**src/rtl/slave_addr_fifo_push_pkg.sv**
```systemverilog
// slave_addr_fifo_push_pkg: entry layout, burst encodings and split constants for the address-FIFO push stage
package slave_addr_fifo_push_pkg;
  localparam logic [1:0] BURST_FIXED = 2'd0;
  localparam logic [1:0] BURST_INCR  = 2'd1;
  localparam logic [1:0] BURST_WRAP  = 2'd2;
  localparam int BOUNDARY  = 4096;
  localparam int OFF_BURST = 0;
  localparam int OFF_SIZE  = 2;
  localparam int OFF_LEN   = 5;
  localparam int OFF_ADDR  = 13;
  typedef enum logic {IDLE, SECOND} push_state_e;
  function automatic int off_id(input int addr_w);
    return OFF_ADDR + addr_w;
  endfunction
  function automatic int off_cont(input int id_w, input int addr_w);
    return off_id(addr_w) + id_w;
  endfunction
  function automatic int entry_w(input int id_w, input int addr_w);
    return off_cont(id_w, addr_w) + 1;
  endfunction
endpackage

```
**src/rtl/slave_addr_fifo_push_skid.sv**
```systemverilog
// axi_skid_buf2: 2-entry fall-through skid buffer with registered ready
module axi_skid_buf2 #(
  parameter int W = 8
) (
  input  logic         wclk,
  input  logic         wrst,
  input  logic         in_valid_i,
  output logic         in_ready_o,
  input  logic [W-1:0] in_data_i,
  output logic         out_valid_o,
  output logic [W-1:0] out_data_o,
  input  logic         out_pop_i
);
  logic [W-1:0] mem_q [2];
  logic         wr_q, rd_q, ready_q;
  logic [1:0]   cnt_q, cnt_d;
  logic         fire, has_q, pop_q, store;
  assign fire        = in_valid_i & ready_q;
  assign has_q       = cnt_q != 2'd0;
  assign out_valid_o = has_q | fire;
  assign out_data_o  = has_q ? mem_q[rd_q] : in_data_i;
  assign pop_q       = out_pop_i & has_q;
  // an empty buffer hands a fresh request straight through without storing it
  assign store       = fire & ~(out_pop_i & ~has_q);
  assign cnt_d       = cnt_q + 2'(store) - 2'(pop_q);
  assign in_ready_o  = ready_q;
  always_ff @(posedge wclk or posedge wrst)
    if (wrst) begin
      cnt_q   <= '0;
      wr_q    <= 1'b0;
      rd_q    <= 1'b0;
      ready_q <= 1'b0;
    end else begin
      cnt_q   <= cnt_d;
      wr_q    <= wr_q ^ store;
      rd_q    <= rd_q ^ pop_q;
      ready_q <= cnt_d != 2'd2;
    end
  always_ff @(posedge wclk)
    if (store) mem_q[wr_q] <= in_data_i;
endmodule

```
**src/rtl/slave_addr_fifo_push.sv**
```systemverilog
// slave_addr_fifo_push: buffers AXI address requests, splits INCR bursts at 4 KB and pushes entries into the address FIFO
module slave_addr_fifo_push
  import slave_addr_fifo_push_pkg::*;
#(
  parameter int ID_W        = 4,
  parameter int ADDR_W      = 32,
  parameter int DEPTH_W     = 9,
  parameter int FULL_MARGIN = 2
) (
  input  logic                             wclk,
  input  logic                             wrst,
  input  logic                             s_axvalid,
  output logic                             s_axready,
  input  logic [ID_W-1:0]                  s_axid,
  input  logic [ADDR_W-1:0]                s_axaddr,
  input  logic [7:0]                       s_axlen,
  input  logic [2:0]                       s_axsize,
  input  logic [1:0]                       s_axburst,
  output logic                             fifo_wen,
  output logic [entry_w(ID_W, ADDR_W)-1:0] fifo_wdata,
  input  logic                             fifo_wfull,
  input  logic [DEPTH_W:0]                 fifo_wr_water_level,
  output logic [15:0]                      req_cnt,
  output logic [15:0]                      split_cnt
);
  localparam int EW    = entry_w(ID_W, ADDR_W);
  localparam int HW    = EW - 1;
  localparam int OID   = off_id(ADDR_W);
  localparam int AW_HI = ADDR_W - 12;
  localparam logic [DEPTH_W:0] LVL_LIM = (DEPTH_W+1)'((1 << DEPTH_W) - FULL_MARGIN);
  logic [HW-1:0]     head;
  logic              head_valid, pop, acc, go, blocked, split;
  logic [ID_W-1:0]   h_id;
  logic [ADDR_W-1:0] h_addr, addr2;
  logic [7:0]        h_len, len1, len2;
  logic [2:0]        h_size;
  logic [1:0]        h_burst;
  logic [11:0]       off;
  logic [12:0]       room;
  logic [16:0]       nbytes;
  logic [EW-1:0]     wdata_q, wdata_d;
  logic              wen_q;
  logic [15:0]       req_q, split_q;
  push_state_e       state_q;
  axi_skid_buf2 #(.W(HW)) u_skid (
    .wclk       (wclk),
    .wrst       (wrst),
    .in_valid_i (s_axvalid),
    .in_ready_o (s_axready),
    .in_data_i  ({s_axid, s_axaddr, s_axlen, s_axsize, s_axburst}),
    .out_valid_o(head_valid),
    .out_data_o (head),
    .out_pop_i  (pop)
  );
  assign h_burst = head[OFF_BURST +: 2];
  assign h_size  = head[OFF_SIZE +: 3];
  assign h_len   = head[OFF_LEN +: 8];
  assign h_addr  = head[OFF_ADDR +: ADDR_W];
  assign h_id    = head[OID +: ID_W];
  // offset of the size-aligned start within its 4 KB page
  assign off     = h_addr[11:0] & ~((12'd1 << h_size) - 12'd1);
  assign nbytes  = (17'(h_len) + 17'd1) << h_size;
  assign split   = (h_burst == BURST_INCR) & (17'(off) + nbytes > 17'(BOUNDARY));
  assign room    = 13'(BOUNDARY) - 13'(off);
  assign len1    = 8'((room >> h_size) - 13'd1);
  assign len2    = h_len - len1 - 8'd1;
  assign addr2   = {h_addr[ADDR_W-1:12] + AW_HI'(1), 12'h000};
  assign blocked = fifo_wfull | (fifo_wr_water_level >= LVL_LIM);
  assign acc     = s_axvalid & s_axready;
  assign go      = head_valid & ~blocked;
  assign pop     = go & ((state_q == SECOND) | ~split);
  assign wdata_d = (state_q == SECOND) ? {1'b0, h_id, addr2, len2, h_size, h_burst} :
                   split ? {1'b1, h_id, h_addr, len1, h_size, h_burst} :
                   {1'b0, h_id, h_addr, h_len, h_size, h_burst};
  always_ff @(posedge wclk or posedge wrst)
    if (wrst) begin
      state_q <= IDLE;
      wen_q   <= 1'b0;
      wdata_q <= '0;
      req_q   <= '0;
      split_q <= '0;
    end else begin
      wen_q <= go;
      if (go) wdata_q <= wdata_d;
      if (go && state_q == IDLE && split) begin
        state_q <= SECOND;
        split_q <= split_q + 16'd1;
      end else if (go && state_q == SECOND) state_q <= IDLE;
      if (acc) req_q <= req_q + 16'd1;
    end
  assign fifo_wen   = wen_q;
  assign fifo_wdata = wdata_q;
  assign req_cnt    = req_q;
  assign split_cnt  = split_q;
endmodule

```
**config.mk**
```make
export PLATFORM = sky130hd
export DESIGN_NAME = slave_addr_fifo_push
export DESIGN_NICKNAME = d
export VERILOG_FILES = /design/src/rtl/slave_addr_fifo_push_pkg.sv /design/src/rtl/slave_addr_fifo_push_skid.sv /design/src/rtl/slave_addr_fifo_push.sv
export SDC_FILE = /design/constraint.sdc
export NUM_CORES = 1
export LEC_CHECK = 0
export ABC_CLOCK_PERIOD_IN_PS = 6930
export BUFFER_PORTS_ARGS = -buffer_cell sky130_fd_sc_hd__buf_2
export CORE_MARGIN = 3
export CORE_UTILIZATION = 53
export CTS_BUF_LIST = sky130_fd_sc_hd__clkbuf_8 sky130_fd_sc_hd__clkbuf_16
export CTS_CLUSTER_DIAMETER = 120
export DETAILED_ROUTE_END_ITERATION = 12
export GPL_TIMING_DRIVEN = 0
export PLACE_DENSITY = 0.76
export SLEW_MARGIN = 20
export SYNTH_ARGS = -nofsm -noshare
export SYNTH_HDL_FRONTEND = slang
export SYNTH_SLANG_ARGS = --single-unit
```
**constraint.sdc**
```tcl
create_clock -name wclk -period 6.93 [get_ports wclk]
set_input_delay 1.0395 -clock wclk [delete_from_list [all_inputs] [get_ports wclk]]
set_output_delay 1.0395 -clock wclk [all_outputs]
set_load 0.005 [all_outputs]
```
## Word-level counts from Yosys, hierarchy flattened

Memories as Yosys holds them, arrays and structs flattened.
Cells that the tools add are included.

- Bits in registers: 89
- Memory bits (writable): 98
- Bits of input ports: 63
- Output and inout port bits: 84
- Word-level logic and storage cells: 60
- Memories: 1

Memory list:

| memory | depth | bits a word | read ports | clocked after memory_dff | wr ports | RTL line | source |
|---|---|---|---|---|---|---|---|
| u_skid.mem_q | 2 | 49 | 1 | 0 | 1 | slave_addr_fifo_push_skid.sv:14 | `logic [W-1:0] mem_q [2];` |

- $add $sub $neg: 12
- Order comparisons: 2
- Equal/unequal tests: 2
- Shift-type cells: 3
- Muxes and demuxes: 7
- Bitwise operators: 19
- Reductions and logical operators: 5

Operators by type and width:

| kind | number |
|---|---|
| 2-to-1 mux 50 bit | 2 |
| 2-to-1 mux 49 bit | 1 |
| adder 16 x 1 -> 16 bit, second input constant | 2 |
| adder 20 x 1 -> 20 bit, second input constant | 1 |
| adder 12 x 17 -> 17 bit | 1 |
| > comparator 17 x 13 -> 1 bit, second input constant | 1 |
| << shifter 9 x 3 -> 17 bit | 1 |
| subtractor 8 x 1 -> 8 bit, second input constant | 2 |
| right shift 13 x 3 -> 8 bit | 1 |
| subtractor 13 x 12 -> 13 bit, first input constant | 1 |
| bitwise AND 12 bit | 1 |
| inverter 12 bit | 1 |
| << shifter 1 x 3 -> 12 bit, first input constant | 1 |
| subtractor 12 x 1 -> 12 bit, second input constant | 1 |
| >= comparator 10 x 9 -> 1 bit, second input constant | 1 |
| adder 8 x 1 -> 9 bit, second input constant | 1 |
| subtractor 8 bit | 1 |
| bitwise AND 1 bit | 7 |
| inverter 1 bit | 5 |
| 2-to-1 mux 1 bit | 4 |
| nonzero test 2 bit | 2 |
| logical AND 1 bit | 3 |
| bitwise OR 1 bit | 3 |
| adder 2 x 1 -> 2 bit | 1 |
| other kinds (4) | 5 |

## Logic depth before layout (Yosys ltp)

Gate-level depths: netlist of the first run.

- Word-level depth: 18
- Depth in mapped cells: 36
- Depth with buffers taken out: 30

## By module

Synthesis of the first run repeated with hierarchy kept, for this count alone.

- Cells, all modules: 1,109
- Area, all modules: 10,850.4 µm²

Modules (own cells, without submodules):

| module | times used | cells an instance | area each (µm²) | seq. area each (µm²) |
|---|---|---|---|---|
| slave_addr_fifo_push | 1 | 817 | 6,601.3 | 2,102.0 |
| axi_skid_buf2 | 1 | 292 | 4,249.1 | 3,067.9 |

## Least setup slack after synthesis of the first run

No wires, ideal clock.

- Path kind: reg2reg
- Start point: reg u_skid.cnt_q[1]
- End point: mem u_skid.mem_q[1][0] (netlist bit) (enable)
- Setup time: 0.412 ns
- Data arrival time: 7.226 ns
- Data required time: 6.518 ns
- Setup slack: -0.708 ns
- Stages on the path, launching flop included: 30
- Buffers on the path: 6
- Period minus slack after synthesis: 7.638 ns
- Path through: dfrtp_1 or2_1 buf_2 buf_6 buf_4 mux2i_4 clkbuf_1 clkbuf_1 buf_1 nand2_1 ha_1 nor4b_1 a31oi_1 nor4_2 nor2_1 inv_1 ha_1 nor2b_1 o31a_1 o31a_1 o21a_1 o2111a_1 a311oi_1 o31ai_1 a221oi_1 a41oi_1 nor2_1 nor3_1 nor2_1 ha_1

- Cells in the longest elaborated chain, start to end: 17
- Elaborated cells between the ends (all ways): 23
- Classes of those cells: add/sub: 3; order compare: 1; eq/ne: 1; shift: 2; mux: 3; bitwise: 12; reduce/logical: 1

RTL lines:

| item | RTL line | source |
|---|---|---|
| from (decl) | slave_addr_fifo_push_skid.sv:16 | `logic [1:0] cnt_q, cnt_d;` |
| from (signal assigned) | slave_addr_fifo_push_skid.sv:34 | `cnt_q <= cnt_d;` |
| nonzero test 2 bit (*) | slave_addr_fifo_push_skid.sv:19 | `assign has_q = cnt_q != 2'd0;` |
| 2-to-1 mux 49 bit | slave_addr_fifo_push_skid.sv:21 | `assign out_data_o = has_q ? mem_q[rd_q] : in_data_i;` |
| << shifter 1 x 3 -> 12 bit | slave_addr_fifo_push.sv:61 | `assign off = h_addr[11:0] & ~((12'd1 << h_size) - 12'd1);` |
| subtractor 12 x 1 -> 12 bit | slave_addr_fifo_push.sv:61 |  |
| inverter 12 bit | slave_addr_fifo_push.sv:61 |  |
| bitwise AND 12 bit | slave_addr_fifo_push.sv:61 |  |
| adder 12 x 17 -> 17 bit | slave_addr_fifo_push.sv:63 | `assign split = (h_burst == BURST_INCR) & (17'(off) + nbytes > 17'(BOUNDARY));` |
| > comparator 17 x 13 -> 1 bit | slave_addr_fifo_push.sv:63 |  |
| bitwise AND 1 bit | slave_addr_fifo_push.sv:63 |  |
| inverter 1 bit | slave_addr_fifo_push.sv:71 | `assign pop = go & ((state_q == SECOND) \| ~split);` |
| bitwise OR 1 bit | slave_addr_fifo_push.sv:71 |  |
| bitwise AND 1 bit | slave_addr_fifo_push.sv:71 |  |
| bitwise AND 1 bit (*) | slave_addr_fifo_push_skid.sv:24 | `assign store = fire & ~(out_pop_i & ~has_q);` |
| inverter 1 bit (*) | slave_addr_fifo_push_skid.sv:24 |  |
| bitwise AND 1 bit (*) | slave_addr_fifo_push_skid.sv:24 |  |
| 2-to-1 mux 1 bit (*) | slave_addr_fifo_push_skid.sv:40 | `if (store) mem_q[wr_q] <= in_data_i;` |
| 2-to-1 mux 1 bit (not written as such) (*) | slave_addr_fifo_push_skid.sv:40 |  |
| to (decl) | slave_addr_fifo_push_skid.sv:14 |  |

Every way passes the cells marked *; elsewhere a longest branch is shown, timed or not.

## Worst setup path after layout of the first run

- Start point: reg u_skid.cnt_q[1]
- End point: reg u_skid.ready_q, in the netlist u_skid.in_ready_o

- Cells in the longest elaborated chain, start to end: 18
- Elaborated cells between the ends (all ways): 25
- Classes of those cells: add/sub: 5; order compare: 1; eq/ne: 2; shift: 2; mux: 1; bitwise: 13; reduce/logical: 1

RTL lines:

| item | RTL line | source |
|---|---|---|
| nonzero test 2 bit | slave_addr_fifo_push_skid.sv:19 |  |
| 2-to-1 mux 49 bit | slave_addr_fifo_push_skid.sv:21 |  |
| << shifter 1 x 3 -> 12 bit | slave_addr_fifo_push.sv:61 |  |
| subtractor 12 x 1 -> 12 bit | slave_addr_fifo_push.sv:61 |  |
| inverter 12 bit | slave_addr_fifo_push.sv:61 |  |
| bitwise AND 12 bit | slave_addr_fifo_push.sv:61 |  |
| adder 12 x 17 -> 17 bit | slave_addr_fifo_push.sv:63 |  |
| > comparator 17 x 13 -> 1 bit | slave_addr_fifo_push.sv:63 |  |
| [3 not listed] | n/a |  |
| bitwise AND 1 bit | slave_addr_fifo_push.sv:71 |  |
| bitwise AND 1 bit | slave_addr_fifo_push_skid.sv:24 |  |
| inverter 1 bit | slave_addr_fifo_push_skid.sv:24 |  |
| bitwise AND 1 bit | slave_addr_fifo_push_skid.sv:24 |  |
| adder 2 x 1 -> 2 bit | slave_addr_fifo_push_skid.sv:25 | `assign cnt_d = cnt_q + 2'(store) - 2'(pop_q);` |
| subtractor 2 x 1 -> 2 bit (*) | slave_addr_fifo_push_skid.sv:25 |  |
| named net u_skid.cnt_d[1] | slave_addr_fifo_push_skid.sv:16 |  |
| != test 2 bit (*) | slave_addr_fifo_push_skid.sv:37 | `ready_q <= cnt_d != 2'd2;` |
| to (signal assigned) | slave_addr_fifo_push_skid.sv:32 | `ready_q <= 1'b0;` |
| to (signal assigned) | slave_addr_fifo_push_skid.sv:37 |  |
| to (decl) | slave_addr_fifo_push_skid.sv:15 | `logic wr_q, rd_q, ready_q;` |

Mark *: on every way through the listed nets, which the timed path passes. The rest lies on a longest branch.
A chain may end at the register's enable or synchronous reset.

==> flow_summary_export.csv, run 1 <==
group,metric,value,unit
worst_setup_path,crit_fanout,10,
grt,grt_pass1_wl,46.6,mm
drt,wl_per_cell,19.3,um
yosys,ys_seq_elements,187,
grt,grt_antenna_before_repair,0,
floorplanning,ios,147,
hold_path,hold_path_depth,1,
clock_tree,cts_tree,"built",
worst_setup_path,crit_type,"flop to flop",
drt,first_pass_iters,5,
sta,finalCriticalPeriod,6.75,ns
sta,whs,0.465,ns
drt,ant_nets,0,
yosys,synthesis.area,10700,um2
place,pre_cts_slack,-1.91,ns
floorplanning,die_h,148,um
sta,slew_headroom,35.6,%
clock_tree,clk_pin_slew,0.07,ns
yosys,syn_area_per_cell,10.1,um2
yosys,netlist.area_leader.share,27.4,%
floorplanning,core_area,19700,um2
yosys,syn_nets,1155,
run,cap_violations,0,
yosys,synth-xor-area-share,6.27,%
yosys,synth_common_cells,"119 x nand2_1, 98 x edfxtp_1, 96 x nor2_1",
worst_setup_path,critPathLaunch,"u_skid.cnt_q[1]$_DFF_PP0_",
yosys,synth_most_common_cell,"nand2_1",
worst_setup_path,rr_endpoint,"u_skid.in_ready_o$_DFF_PP0_",
drt,wirelength,29.4,mm
worst_setup_path,crit_arrival,7.02,ns
clock_tree,cts_buffers,17,
cells_and_area,fin_util,65.6,%
grt,grt_pass1_vias,8725,
yosys,synth_compound_area_share,16.5,%
clock_tree,cts_max_level,4,
sta,fin_crit_sh,97.3,%
yosys,synth-edff-count,98,
sta,final-setup-viol-count,0,
yosys,synth.distinct_cells,87,
sta,hold_viol_final,0,
worst_setup_path,crit_path_max_incr_delay,0.43,ns
outcome,status,"finished clean",
yosys,synth_top_cell_by_area,"edfxtp_1",
yosys,synth_cells,1060,
yosys,synthFlopType,"edfxtp_1",
grt,track_usage,26.5,%
worst_setup_path,endpoint_kind,"flop",
drt,drc,0,
floorplanning,die_w,148,um
worst_setup_path,r2r_setup_slack,0.18,ns
yosys,ys_async_sr_fraction,47.6,%
cells_and_area,diodes,0,
worst_setup_path,worst_ep_required_time,7.20,ns
sta,fin_ws,0.184,ns
place,post-place-cells,1471,
yosys,synth_area_leaders,"edfxtp_1 27%, dfrtp_1 21%, mux2i_1 5.0%",
hold_path,hold_path_class,"flop to flop",
sta,slew_violations,0,
clock_tree,cts-root-buf,"clkbuf_16",
place,io_buffers,145,
sta,clock_skew,0.0202,ns
drt,vias,9088,
yosys,ys_seq_area_share,48.1,%
floorplanning,start_util,54.5,%
sta,tightest_slew,0.956,ns
sta,max_freq,148,MHz
cells_and_area,fin_nets,1345,
cells_and_area,syn2layout_area_growth,20.4,%
place,place_congestion,0.974,
grt,grt-ovfl-total,0,
worst_setup_path,cp_common_cell,"ha_1",
yosys,yosys_warnings,0,
hold_path,hold_end,"split_cnt[15]$_DFFE_PP0P_",
floorplanning,rows,51,
clock_tree,clk_latency,0.43,ns
cells_and_area,stdcell_count,1528,
worst_setup_path,reg2reg_depth,30,
yosys,synth_mux_area_share,6.71,%
clock_tree,numClockSinks,187,
yosys,synth_adder_area_share,3.87,%
drt,viasPerCell,5.95,
grt,grt_max_degree,69,
hold_path,hp-start,"split_cnt[15]$_DFFE_PP0P_",
clock_tree,cts_max_path_buffers,2,
drt,drt_iter0_drc,728,
yosys,synth_top_family_by_area,"compound AO/OA/AOI/OAI gates",
worst_setup_path,worst_path_max_delay_cell,"dfrtp_1",
yosys,synthSimpleGateAreaFrac,14.7,%
worst_setup_path,r2r-start,"u_skid.cnt_q[1]$_DFF_PP0_",
worst_setup_path,start_kind,"flop",
floorplanning,fp.dieArea,22000,um2
place,hpwl,20.8,mm
cells_and_area,drive_gt1_share,23.5,%
[cells by family (layout without fill, tap and decap cells)]
kind of cell             count (synthesis)  after routing
XOR/XNOR                                76             76
adder cells (fa/ha/maj)                 32             32
AND/OR/NAND/NOR                        331            331
multiplexers                            68             68
buffers and inverters                  101            304
AO/OA/AOI/OAI                          265            265
flip-flops                             187            187
[critical path, delay by kind of cell, from the launching register on]
family / cells / cell delay [ns]
AND/OR/NAND/NOR: 11 / 2.01
buffers and inverters: 5 / 0.85
AO/OA/AOI/OAI: 8 / 2.08
XOR/XNOR: 2 / 0.28
flip-flops: 1 / 0.43
adder cells (fa/ha/maj): 4 / 0.90
[placed cells by master, fill, tap and decap left out, types with 10 or more instances in the layout]
cell	Yosys	final
and3_1	11	11
mux2_2	10	10
buf_4	3	29
ha_1	30	26
o21ai_0	65	63
a21o_1	20	19
mux2i_1	54	52
clkbuf_1	22	15
nand2_1	119	116
xnor2_1	53	50
nor3_1	24	22
edfxtp_1	98	98
xor2_1	22	22
inv_1	45	45
nor2_1	96	92
nand3_1	13	13
buf_1	17	14
nand4_1	17	17
buf_2	11	152
o31ai_1	19	18
dfrtp_1	89	89
clkbuf_16	0	17
a21oi_1	66	62
[worst max-delay path by stage]
stage / end / slack, ns / cells after the start
finish: u_skid.in_ready_o$_DFF_PP0_ / 0.18 / 30
global route: fifo_wdata[12]$_DFFE_PP0P_ / -0.08 / 31
floorplan: u_skid.mem_q[0][0]$_DFFE_PP_ / -0.22 / 29
global placement: u_skid.mem_q[0][16]$_DFFE_PP_ / -2.14 / 26
detailed placement: u_skid.mem_q[0][13]$_DFFE_PP_ / -1.91 / 26
CTS: u_skid.in_ready_o$_DFF_PP0_ / 0.02 / 32
[layout make-up]
cell class / instances / area (um2)
buffer: 54 / 299
clock buffer: 19 / 453
clock inverter: 13 / 113
fill: 1557 / 6780
inverter: 46 / 180
multi-input combinational: 772 / 5400
sequential: 187 / 5170
tap: 265 / 332
timing repair buffer: 172 / 988
[repair_timing]
action                     4_1_cts  5_1_grt
resized for setup               32       51
hold buffers                     0        0
setup endpoints to repair      129      112
buffers inserted                15       11
pin swaps                        6       13
[routing by layer]
layer / wire length, um / vias up / global-route usage [%]
met5: 0 / - / 0
met4: 954 / 0 / 8.45
met3: 2340 / 72 / 5.55
met2: 13500 / 433 / 42.6
met1: 12600 / 4344 / 36.5
li1: - / 4239 / -
[registers in the layout (all words and copies together) (netlist names)]
signal / flops
fifo_wen: 1
u_skid.in_ready_o: 1
split_cnt: 16
u_skid.cnt_q: 2
state_q: 1
fifo_wdata: 50
u_skid.wr_q: 1
req_cnt: 16
u_skid.mem_q: 98
u_skid.rd_q: 1
[metrics by stage]
step / instance area, um2 / setup TNS [ns]
after floorplan: 10700 / -21.39
after global placement: 11800 / -237.84
after detailed placement: 11900 / -218.36
after CTS: 12700 / 0
after global routing: 12900 / -0.168
final: 12900 / 0
Power of run 1 is left out: the tool's default activity adds up to more than one toggle a clock period on the data nets, which glitch-free logic cannot reach.
==> inputs of run 2 (changes only) <==
--- a/config.mk
+++ b/config.mk
@@ -7,13 +7,14 @@
 export LEC_CHECK = 0
 export ABC_CLOCK_PERIOD_IN_PS = 6930
 export BUFFER_PORTS_ARGS = -buffer_cell sky130_fd_sc_hd__buf_2
+export CAP_MARGIN = 20
 export CORE_MARGIN = 3
-export CORE_UTILIZATION = 53
+export CORE_UTILIZATION = 40
 export CTS_BUF_LIST = sky130_fd_sc_hd__clkbuf_8 sky130_fd_sc_hd__clkbuf_16
 export CTS_CLUSTER_DIAMETER = 120
 export DETAILED_ROUTE_END_ITERATION = 12
 export GPL_TIMING_DRIVEN = 0
-export PLACE_DENSITY = 0.76
+export PLACE_DENSITY = 0.6
 export SLEW_MARGIN = 20
 export SYNTH_ARGS = -nofsm -noshare
 export SYNTH_HDL_FRONTEND = slang
==> run 2 against run 1 <==
Cell count increased by 4.6%. Setup slack improved by 0.0035 ns. Final area is 1.6% higher. Flip-flop and latch count stayed put. Hold slack got worse by 0.0029 ns.
==> flow_summary_export.csv, run 2 (synthesized netlist as in run 1, its figures left out) <==
group,metric,value,unit
sta,max_freq,148,MHz
clock_tree,cts_max_level,4,
floorplanning,rows,59,
sta,tightest_slew,0.944,ns
worst_setup_path,cp_common_cell,"ha_1",
sta,slew_headroom,36.4,%
worst_setup_path,cpLargestDelayFamily,"compound AO/OA/AOI/OAI gates",
place,io_buffers,145,
clock_tree,clk_pin_slew,0.08,ns
grt,grt-ovfl-total,0,
worst_setup_path,crit_arrival,7.05,ns
place,hpwl,21.8,mm
worst_setup_path,crit_fanout,10,
clock_tree,cts_buffers,17,
worst_setup_path,endpoint_kind,"flop",
clock_tree,numClockSinks,187,
cells_and_area,fin_util,50.1,%
sta,rsz0062_at_grt,"yes",
clock_tree,cts_tree,"built",
floorplanning,die_h,170,um
place,place_congestion,0.945,
drt,wirelength,30.3,mm
cells_and_area,top_register,"u_skid.mem_q",
floorplanning,start_util,41.0,%
drt,vias,8846,
drt,wl_per_cell,19.0,um
drt,viasPerCell,5.53,
sta,slew_violations,0,
cells_and_area,diodes,0,
sta,fin_crit_sh,97.3,%
sta,hold_viol_final,0,
clock_tree,clk_latency,0.44,ns
worst_setup_path,critPathBufInv,8,
cells_and_area,drive_gt1_share,24.2,%
cells_and_area,filler_cell_count,2411,
cells_and_area,seq_area,5170,um2
grt,track_usage,20.7,%
worst_setup_path,worst_ep_required_time,7.24,ns
cells_and_area,mostFrequentLayoutCells,"156 x buf_2, 117 x nand2_1, 98 x edfxtp_1",
grt,grt_antenna_before_repair,0,
cells_and_area,fin_nets,1346,
floorplanning,die_w,170,um
run,cap_violations,0,
drt,ant_nets,0,
worst_setup_path,worst_path_max_delay_cell,"dfrtp_1",
outcome,status,"finished clean",
drt,drc,0,
cells_and_area,largest_reg_flops,98,
sta,clock_skew,0.0119,ns
drt,first_pass_iters,5,
cells_and_area,syn2layout_area_growth,22.3,%
clock_tree,cts-root-buf,"clkbuf_16",
grt,grt_pass1_wl,46.7,mm
floorplanning,fp.dieArea,28900,um2
worst_setup_path,crit_path_max_incr_delay,0.40,ns
sta,final-setup-viol-count,0,
floorplanning,ios,147,
worst_setup_path,crit_type,"flop to flop",
cells_and_area,layout_commonest_cell,"buf_2",
clock_tree,ctsHoldBuffers,0,
drt,drt_iter0_drc,729,
hold_path,hold_path_class,"flop to flop",
sta,finalCriticalPeriod,6.74,ns
grt,grt_pass1_vias,8384,
worst_setup_path,start_kind,"flop",
clock_tree,cts_max_path_buffers,2,
floorplanning,core_area,26200,um2
cells_and_area,multi_input_area,5420,um2
grt,grt_max_degree,65,
run 2: layout make-up:
cell class              instances  share of cell area, %
clock buffers                  17                   3.24
clock inverters                15                   1.67
flip-flops and latches        187                   39.3
plain buffers                  54                   2.20
well taps                     335                   3.19
repair buffers                173                   7.74
inverters                      46                   1.35
multi-input cells             772                   41.3
run 2: final timing paths:
check / endpoint / slack, ns / cells after the start / startpoint
min in group asynchronous: req_cnt[4]$_DFFE_PP0P_ / 0.55 / 2 / wrst
worst max-delay path: u_skid.in_ready_o$_DFF_PP0_ / 0.19 / 33 / u_skid.cnt_q[1]$_DFF_PP0_
worst min-delay path: split_cnt[15]$_DFFE_PP0P_ / 0.46 / 1 / split_cnt[15]$_DFFE_PP0P_
worst max register to register: u_skid.in_ready_o$_DFF_PP0_ / 0.19 / 33 / u_skid.cnt_q[1]$_DFF_PP0_
max in group asynchronous: split_cnt[8]$_DFFE_PP0P_ / 5.75 / 3 / wrst
worst min register to register: split_cnt[15]$_DFFE_PP0P_ / 0.46 / 1 / split_cnt[15]$_DFFE_PP0P_
run 2: per-layer routing:
| layer | share of wire (%) | track usage [%] | vias up | routed length, um |
|---|---|---|---|---|
| met5 | 0 | 0 | - | 0 |
| li1 | - | - | 4256 | - |
| met2 | 46 | 32.8 | 283 | 14000 |
| met1 | 46 | 29.5 | 4261 | 14100 |
| met4 | 2.1 | 6.90 | 0 | 649 |
| met3 | 5.1 | 2.79 | 46 | 1550 |
run 2: repair_timing:
item	CTS	global route
resized for setup	34	38
pin swaps	7	12
setup endpoints to repair	129	112
buffers inserted	11	16
run 2: metrics by stage:
stage	TNS [ns]	worst slack, ns	area (um2)	hold WS [ns]	std cells
after global routing	-0.305	-0.167	13100	0.494	1599
final	0	0.187	13100	0.462	1599
after detailed placement	-240.48	-2.11	11900	0.456	1541
after global placement	-276.72	-2.49	11900	0.452	1540
after CTS	0	0.000513	12800	0.468	1584
after floorplan	-21.39	-0.218	10700	0.465	1060
Power of run 2 is left out for the same reason.
==> inputs of run 3 (changes only) <==
--- a/config.mk
+++ b/config.mk
@@ -5,7 +5,7 @@
 export SDC_FILE = /design/constraint.sdc
 export NUM_CORES = 1
 export LEC_CHECK = 0
-export ABC_CLOCK_PERIOD_IN_PS = 6930
+export ABC_CLOCK_PERIOD_IN_PS = 5500
 export BUFFER_PORTS_ARGS = -buffer_cell sky130_fd_sc_hd__buf_2
 export CAP_MARGIN = 20
 export CORE_MARGIN = 3
@@ -14,6 +14,7 @@
 export CTS_CLUSTER_DIAMETER = 120
 export DETAILED_ROUTE_END_ITERATION = 12
 export GPL_TIMING_DRIVEN = 0
+export MAX_ROUTING_LAYER = met4
 export PLACE_DENSITY = 0.6
 export SLEW_MARGIN = 20
 export SYNTH_ARGS = -nofsm -noshare
==> constraint.sdc (replaced) <==
create_clock -name wclk -period 5.5 [get_ports wclk]
set_input_delay 0.825 -clock wclk [delete_from_list [all_inputs] [get_ports wclk]]
set_output_delay 0.825 -clock wclk [all_outputs]
set_load 0.005 [all_outputs]
==> run 3 against run 2 <==
The run now ends with setup timing left. Clock skew increased by 0.0098 ns. Fmax up 4.4%. Setup slack worse by 1.1 ns. Non-clock buffer count increased by 56. Critical path type unchanged. Largest cell class unchanged. Cell count is 3.6% higher. Hold slack lost 0.18 ns. Flip-flop and latch count unchanged.
==> flow_summary_export.csv, run 3 (synthesized netlist as in run 1, its figures left out) <==
group,metric,value,unit
place,place_congestion,0.927,
drt,drt_iter0_drc,761,
clock_tree,cts_max_level,4,
drt,first_pass_iters,5,
grt,grt_antenna_before_repair,1,
worst_setup_path,worst_path_max_delay_cell,"or4_4",
drt,top_layer,"met4",
worst_setup_path,r2r-start,"u_skid.cnt_q[0]$_DFF_PP0_",
worst_setup_path,crit_arrival,6.78,ns
outcome,violations,"setup timing",
cells_and_area,fin_nets,1402,
floorplanning,rows,59,
place,io_buffers,145,
run,cap_violations,0,
sta,rsz0062_at_grt,"yes",
cells_and_area,layout_commonest_cell,"buf_2",
sta,fin_ws,-0.956,ns
floorplanning,ios,147,
floorplanning,core_area,26200,um2
floorplanning,die_w,170,um
sta,final-setup-viol-count,129,
worst_setup_path,crit_fanout,6,
grt,grt_pass1_wl,50.7,mm
drt,viasPerCell,5.62,
clock_tree,ctsHoldBuffers,0,
sta,hold_viol_final,0,
drt,drc,0,
drt,wl_met3,2.63,mm
drt,wl_per_cell,20.3,um
clock_tree,clk_latency,0.45,ns
worst_setup_path,start_kind,"flop",
drt,wl_met2,15.3,mm
worst_setup_path,rr_endpoint,"fifo_wdata[12]$_DFFE_PP0P_",
clock_tree,cts_max_path_buffers,2,
worst_setup_path,worst_ep_required_time,5.82,ns
worst_setup_path,crit_type,"flop to flop",
floorplanning,start_util,41.0,%
clock_tree,clk_pin_slew,0.09,ns
cells_and_area,drive_gt1_share,31.6,%
clock_tree,cts-root-buf,"clkbuf_16",
sta,finalCriticalPeriod,6.46,ns
grt,grt_pass1_vias,8915,
worst_setup_path,cp_common_cell,"buf_12",
grt,track_usage,23.3,%
sta,slew_violations,0,
drt,wirelength,33.6,mm
worst_setup_path,endpoint_kind,"flop",
worst_setup_path,r2r_setup_slack,-0.96,ns
cells_and_area,fin_area,14400,um2
grt,grt-ovfl-total,0,
cells_and_area,mostFrequentLayoutCells,"150 x buf_2, 114 x nand2_1, 98 x edfxtp_1",
worst_setup_path,reg2reg_depth,30,
sta,tightest_slew,1.00,ns
place,hpwl,22.2,mm
clock_tree,cts_buffers,17,
cells_and_area,syn2layout_area_growth,33.8,%
floorplanning,fp.dieArea,28900,um2
cells_and_area,largest_reg_flops,98,
floorplanning,die_h,170,um
clock_tree,cts_tree,"built",
sta,slew_headroom,32.6,%
grt,grt_max_degree,74,
clock_tree,numClockSinks,187,
sta,clock_skew,0.0217,ns
drt,vias,9305,
sta,max_freq,155,MHz
outcome,status,"finished, violations left",
drt,met1Wirelength,14.9,mm
hold_path,hold_path_class,"input pin to async pin",
drt,ant_nets,0,
place,dpl_cell_area,12200,um2
sta,fin_crit_sh,117,%
worst_setup_path,crit_path_max_incr_delay,0.57,ns
cells_and_area,top_register,"u_skid.mem_q",
==> run 3: cell count changes in the layout (fill, tap and decap cells not counted), sizes merged <==
cell,change
buf,+52
bufinv,-2
clkbuf,+4
diode,+1
inv,+2
==> run 3: area by class of cell <==
cell class,count,area [um2]
multi-input cells,772,5890
repair buffers,229,1660
inverters,46,180
flip-flops and latches,187,5170
clock inverters,15,216
clock buffers,17,425
fillers,2277,11800
plain buffers,54,403
diodes,1,2.50
well taps,335,419
==> run 3: timing repair <==
item	4_1_cts	5_1_grt
cloned	2	6
buffers inserted	64	14
resized for setup	110	51
pin swaps	57	47
setup endpoints to repair	129	129
==> run 3: worst max path at each step <==
stage / from / end / slack [ns]
after global placement: u_skid.cnt_q[0]$_DFF_PP0_ / u_skid.mem_q[1][41]$_DFFE_PP_ / -1.99
after global routing: u_skid.cnt_q[0]$_DFF_PP0_ / fifo_wdata[12]$_DFFE_PP0P_ / -1.11
final: u_skid.cnt_q[0]$_DFF_PP0_ / fifo_wdata[12]$_DFFE_PP0P_ / -0.96
after detailed placement: u_skid.cnt_q[0]$_DFF_PP0_ / u_skid.mem_q[0][43]$_DFFE_PP_ / -2.09
after CTS: u_skid.cnt_q[1]$_DFF_PP0_ / fifo_wdata[12]$_DFFE_PP0P_ / -0.83
after floorplan: u_skid.cnt_q[0]$_DFF_PP0_ / u_skid.mem_q[0][0]$_DFFE_PP_ / -0.61
==> run 3: stage by stage <==
step	hold WS [ns]	setup slack (ns)	util, %	setup TNS, ns	instances
finish	0.285	-0.956	54.8	-95.97	1656
floorplan	0.465	-0.609	-	-63.17	1060
CTS	0.287	-0.825	53.0	-84.44	1639
global placement	0.456	-1.99	46.3	-234.31	1540
global route	0.287	-1.11	54.8	-123.08	1656
detailed placement	0.452	-2.09	46.4	-245.38	1541
==> run 3: routing by layer <==
| layer | track usage (%) | vias up |
|---|---|---|
| li1 | - | 4369 |
| met1 | 31.8 | 4518 |
| met2 | 36.0 | 366 |
| met3 | 4.13 | 52 |
| met4 | 6.54 | 0 |
| met5 | - | - |
==> run 3: critical path, delay by kind of cell, from the launching register on <==
family / cells / cell delay (ns)
AND/OR/NAND/NOR: 8 / 2.13
AO/OA/AOI/OAI: 8 / 1.55
buffers and inverters: 8 / 1.06
XOR/XNOR: 3 / 0.47
adder cells (fa/ha/maj): 2 / 0.45
flip-flops: 1 / 0.42
multiplexers: 1 / 0.24
Power of run 3 is left out for the same reason.
